**config.mk**
```make
export PLATFORM = sky130hd
export DESIGN_NAME = regfile_write_arbiter
export DESIGN_NICKNAME = d
export VERILOG_FILES = /design/src/rtl/regfile_write_arbiter.sv
export SDC_FILE = /design/constraint.sdc
export NUM_CORES = 1
export LEC_CHECK = 0
export CORE_UTILIZATION = 55
export CTS_CLUSTER_DIAMETER = 200
export DETAILED_ROUTE_END_ITERATION = 12
export HOLD_SLACK_MARGIN = 0.08
export PLACE_DENSITY_LB_ADDON = 0.08
export SLEW_MARGIN = 20
export SYNTH_ARGS = -nofsm -noshare
export SYNTH_HDL_FRONTEND = slang
export SYNTH_SLANG_ARGS = --single-unit
```
**constraint.sdc**
```tcl
create_clock -name clk -period 12.05 [get_ports clk]
set_clock_uncertainty 0.15 [all_clocks]
set_input_delay 3.0125 -clock clk [delete_from_list [all_inputs] [get_ports clk]]
set_output_delay 3.0125 -clock clk [all_outputs]
set_load 0.01 [all_outputs]
```
**src/rtl/regfile_write_arbiter.sv**
```systemverilog
// rtl/regfile_write_arbiter.sv - merges ALU and load write-backs into one register-file write port
// Optional feature macro: WB_FORWARD_EN (adds lookup_rs/lookup_hit/lookup_data forwarding search).
module regfile_write_arbiter #(
  parameter int DEPTH = 4,
  parameter int XLEN  = 64
) (
  input  logic                   clk,
  input  logic                   reset,
  input  logic                   alu_valid,
  input  logic [4:0]             alu_rd,
  input  logic [XLEN-1:0]        alu_data,
  input  logic                   ld_valid,
  input  logic [4:0]             ld_rd,
  input  logic [XLEN-1:0]        ld_data,
  output logic                   in_ready,
  output logic                   RegWrite,
  output logic [4:0]             RD,
  output logic [XLEN-1:0]        WriteData,
  output logic [$clog2(DEPTH):0] pending
`ifdef WB_FORWARD_EN
  ,
  input  logic [4:0]             lookup_rs,
  output logic                   lookup_hit,
  output logic [XLEN-1:0]        lookup_data
`endif
);

  localparam int PW = $clog2(DEPTH);
  localparam int CW = $clog2(DEPTH) + 1;

  logic [4:0]      r_rd_mem   [DEPTH];
  logic [XLEN-1:0] r_data_mem [DEPTH];
  logic [PW-1:0]   r_wr_ptr;
  logic [PW-1:0]   r_rd_ptr;
  logic [CW-1:0]   r_count;
  logic            r_reg_write;
  logic [4:0]      r_rd;
  logic [XLEN-1:0] r_write_data;

  logic            w_in_ready;
  logic            w_push_ld;
  logic            w_push_alu;
  logic            w_pop;
  logic [PW-1:0]   w_ld_idx;
  logic [PW-1:0]   w_alu_idx;
  logic [CW-1:0]   w_count_next;

  // Two free slots are required so a simultaneous ld+alu pair always fits;
  // the current pop is deliberately not credited so in_ready depends on count only.
  assign w_in_ready = !reset && (r_count <= CW'(DEPTH - 2));

  // Writes to x0 are architecturally dead, so they are dropped at the door.
  assign w_push_ld  = w_in_ready && ld_valid  && (ld_rd  != 5'd0);
  assign w_push_alu = w_in_ready && alu_valid && (alu_rd != 5'd0);
  assign w_pop      = (r_count != '0);

  // The load entry is older than the ALU entry when both arrive together.
  assign w_ld_idx   = r_wr_ptr;
  assign w_alu_idx  = r_wr_ptr + PW'(w_push_ld);

  assign w_count_next = r_count + CW'(w_push_ld) + CW'(w_push_alu) - CW'(w_pop);

  assign in_ready  = w_in_ready;
  assign RegWrite  = r_reg_write;
  assign RD        = r_rd;
  assign WriteData = r_write_data;
  assign pending   = r_count;

  // Queue storage: no reset needed, validity is tracked by the pointers and count.
  always_ff @(posedge clk) begin
    if (w_push_ld) begin
      r_rd_mem[w_ld_idx]   <= ld_rd;
      r_data_mem[w_ld_idx] <= ld_data;
    end
    if (w_push_alu) begin
      r_rd_mem[w_alu_idx]   <= alu_rd;
      r_data_mem[w_alu_idx] <= alu_data;
    end
  end

  // Pointers and occupancy; pointers wrap naturally because DEPTH is a power of two.
  always_ff @(posedge clk) begin
    if (reset) begin
      r_wr_ptr <= '0;
      r_rd_ptr <= '0;
      r_count  <= '0;
    end else begin
      r_wr_ptr <= r_wr_ptr + PW'(w_push_ld) + PW'(w_push_alu);
      if (w_pop) begin
        r_rd_ptr <= r_rd_ptr + PW'(1);
      end
      r_count <= w_count_next;
    end
  end

  // Registered write port: head pops every non-empty cycle; RD/WriteData hold when idle.
  always_ff @(posedge clk) begin
    if (reset) begin
      r_reg_write  <= 1'b0;
      r_rd         <= 5'd0;
      r_write_data <= '0;
    end else begin
      r_reg_write <= w_pop;
      if (w_pop) begin
        r_rd         <= r_rd_mem[r_rd_ptr];
        r_write_data <= r_data_mem[r_rd_ptr];
      end
    end
  end

`ifdef WB_FORWARD_EN
  logic            w_q_hit;
  logic [XLEN-1:0] w_q_data;
  logic [PW-1:0]   w_idx;

  // Scan live entries oldest to youngest so the youngest match wins.
  always_comb begin
    w_q_hit  = 1'b0;
    w_q_data = '0;
    w_idx    = '0;
    for (int i = 0; i < DEPTH; i++) begin
      w_idx = r_rd_ptr + PW'(i);
      if ((CW'(i) < r_count) && (r_rd_mem[w_idx] == lookup_rs)) begin
        w_q_hit  = 1'b1;
        w_q_data = r_data_mem[w_idx];
      end
    end
  end

  // Queue entries are younger than the write-port register, so they take precedence.
  always_comb begin
    lookup_hit  = 1'b0;
    lookup_data = '0;
    if (lookup_rs != 5'd0) begin
      if (w_q_hit) begin
        lookup_hit  = 1'b1;
        lookup_data = w_q_data;
      end else if (r_reg_write && (r_rd == lookup_rs)) begin
        lookup_hit  = 1'b1;
        lookup_data = r_write_data;
      end
    end
  end
`endif

endmodule

```
==> results.txt <==
The share of synthesized flip-flops with an asynchronous set or reset is 0. The overall power after layout is 0.00425 W. The placed wire-length estimate after detailed placement is 20.9 mm. The starting utilization of the core area is 0.559. After detailed routing, the number of remaining DRC violations is 0. Counting the buffers created by CTS gives 38.

Setup repair after global routing left no endpoint under its margin. The routed design could run at a clock period as short as 7.74 ns. The count of buffers added by post-CTS timing repair for setup came out at 0.

The worst hold path belongs to the class reg -> reg. The leakage power of the design is 6.58 nW. The critical path is of the in -> out type. The later pin in the worst-skew pair is clocked with a latency of 0.53 ns. The startpoint identified for the worst register-to-register timing path is pending[1]. The share of the clock period used by the worst path after layout is 0.642. The run finished with clean final reports. The net count after synthesis came out at 1177.

The initialized floorplan defines 62 standard-cell rows. The number of instances in the synthesized netlist came out at 1029. The core region is 28800 sq um. The distinct cell type count after synthesis came out at 37. edfxtp_1 takes more of the synthesized area than any other cell.

The via count of the first global-routing pass is 10300. The top-level port count came out at 216. The worst hold slack came out at 0.298 ns. The hold buffer count at cts came out at 0. In the post-synthesis netlist, the biggest area contributors are edfxtp_1 (52%), mux2_2 (19%), mux4_2 (9.7%). Gates resized during post-CTS repair numbered 0. The total congestion overflow after global routing came out at 0.

The global-route wire length before repair is 58.5 mm. The pre-CTS setup slack is 4.32 ns. Among all cell types in the netlist, the one instantiated most often is edfxtp_1. The vertical die dimension came out at 173 um. Entering global routing, the biggest net connects 72 pins.

The most used flip-flop cell after synthesis is edfxtp_1. For the pin with the worst max-slew slack, the measured transition is 0.974 ns. The starting DRC count in detailed routing is 611. The worst register-to-register path has a setup slack of 7.42 ns. The H-tree depth came out at 2. The flop and latch count out of synthesis came out at 353. The startpoint identified for the worst hold timing path is WriteData[26]. The worst pin sits at a relative slew slack of 0.350. After clock tree synthesis, the clock-pin slew on the worst setup and hold paths is 0.06 ns. The highest attainable clock frequency came out at 0.129 GHz.

The worst-case vdd ir drop is 0.000141 V. The post-synthesis instance area is 16100 sq um. The number of antenna violations at the first check in global routing came to 3.

The required time reported for the critical path endpoint is 8.89 ns. The final worst-path setup slack came out at 4.31 ns. The synthesis warning total came out at 0. The final layout contains routed wiring with a total length of 37.5 mm. The average detailed-routed wire length per instance came out at 22.7 um. The congestion estimate from routability-driven global placement came to 0.747. The deepest clock path buffer count is 3. The sequential area share after synthesis came out at 0.611. The net total in the final layout came out at 1386. Counting instances, the worst hold path has a depth of 2.

The tree is rooted in a clkbuf_16. The number of endpoints with negative hold slack in the final report is 0. The count of buffers from port buffering is 215. The tree built by TritonCTS fans out to 353 sinks. The path with the worst hold slack has its endpoint at WriteData[26]. Once detail routing completed, the nets flagged for antenna violations numbered 0. The mean area per synthesized cell is 15.6 sq um. Relative to the synthesized area, the layout overhead comes to 23.9%. The highest cell delay on the worst timing path came out at 0.58 ns. Across every metal layer, demand over resource in global routing totals 0.256. The count of endpoints failing setup in the final report is 0. The worst setup path is captured at a primary output. The filler cell count is 2029. Of all nets on the critical path, the largest fanout is 27. TritonCTS built the clock tree. Of the post-synthesis cell area, the dominant cell type holds 0.515. The via count is 9619.

STA classifies the critical path startpoint as a primary input. For the final routed database, the setup TNS stands at 0 ns. The signal arrival time at the worst endpoint came out at 4.57 ns. By count the netlist is led by edfxtp_1 (276), mux2_2 (275), nand2_1 (142), dfxtp_1 (77). The full die area came out at 29900 sq um. The number of detailed-route iterations in the first pass is 4. The slowest stage of the critical path is the clkdlybuf4s50_1 cell.

The total power per unit cell area came out at 213 nW/um^2. The endpoint identified for the worst register-to-register timing path is r_data_mem[1][31]. The number of flops mapped to enable cells by yosys came out at 276.

The final count of pins violating max slew is 0. The signal on the critical path passes through buf_4 > o21bai_2 > inv_1 > clkdlybuf4s50_1. The count of cells along the worst register-to-register path came out at 10.

The number of violations of the max-capacitance limit came out at 0. The number of vias per cell after detailed routing is 5.82. The share of layout cells above drive strength 1 came out at 0.347.

From left edge to right edge, the die measures 173 um.
-- area by class of cell --
cell class / instances / area [sq um] / area share
clock inverter: 11 / 106 / 0.00533
antenna: 1 / 2.50 / 0.000126
timing repair buffer: 236 / 2310 / 0.116
tap: 384 / 480 / 0.0241
inverter: 11 / 41.3 / 0.00207
multi-input combinational: 598 / 6000 / 0.301
sequential: 353 / 9840 / 0.493
clock buffer: 58 / 1160 / 0.0582
-- logic make-up after synthesis --
| group | synth area share |
|---|---|
| AO/OA/AOI/OAI | 0.0270 |
| XOR/XNOR | 0.00218 |
| adder cells (fa/ha/maj) | 0.00560 |
| buffers and inverters | 0.0225 |
| flip-flops | 0.611 |
| multiplexers | 0.290 |
| AND/OR/NAND/NOR | 0.0423 |
-- flip-flops by register name (all words and copies together), names as in the netlist --
name and flops:
r_data_mem 256, r_rd_mem 20, pending 3, WriteData 64, RD 5, RegWrite 1, r_rd_ptr 2, r_wr_ptr 2
-- how the worst max path moves through the flow --
stage / startpoint / endpoint / slack, ns / cells past startpoint
3_5_place_dp: reset / in_ready / 4.32 / 4
4_1_cts: reset / in_ready / 4.32 / 4
6_report: reset / in_ready / 4.31 / 4
5_1_grt: reset / in_ready / 4.24 / 4
2_1_floorplan: ld_rd[1] / r_data_mem[1][0] / 1.47 / 8
3_3_place_gp: reset / in_ready / 4.35 / 4
-- stage by stage --
step	cell area (sq um)	utilization	instances
2_1_floorplan	16100	-	1029
3_3_place_gp	18700	0.649	1582
3_5_place_dp	18700	0.649	1582
4_1_cts	19900	0.693	1651
5_1_grt	19900	0.693	1652
6_report	19900	0.693	1652
-- cell usage in the layout (no fill, tap or decap), types with 3 or more instances in the layout --
| master | n |
|---|---|
| edfxtp_1 | 276 |
| mux2_2 | 275 |
| clkdlybuf4s50_1 | 214 |
| nand2_1 | 142 |
| dfxtp_1 | 75 |
| mux4_2 | 69 |
| a21oi_1 | 69 |
| clkbuf_16 | 41 |
| buf_4 | 22 |
| inv_1 | 10 |
| clkbuf_1 | 10 |
| nor2_1 | 7 |
| clkbuf_8 | 7 |
| clkinv_2 | 7 |
| ha_1 | 4 |
| xor2_1 | 3 |
-- worst max-delay path: cells and delay by family --
family / cells / cell delay, ns
buf+inv: 3 / 1.12
compound gates: 1 / 0.43
-- metal layers --
metal  vias to the layer above  wire (um)  GRT usage
li1                       4386          -          -
met5                         -         13          0
met2                       278      19300      0.458
met3                        68       2170     0.0497
met4                         2        921     0.0741
met1                      4885      15000      0.316
-- power by group --
| group | switching, W | internal (W) | total [W] |
|---|---|---|---|
| combinational | 0.000660 | 0.000680 | 0.00134 |
| clock | 0.000463 | 0.000706 | 0.00117 |
| sequential | 0.000152 | 0.00158 | 0.00174 |
| total | 0.00127 | 0.00297 | 0.00425 |
Note: power is estimated with default switching activity, not from simulation.
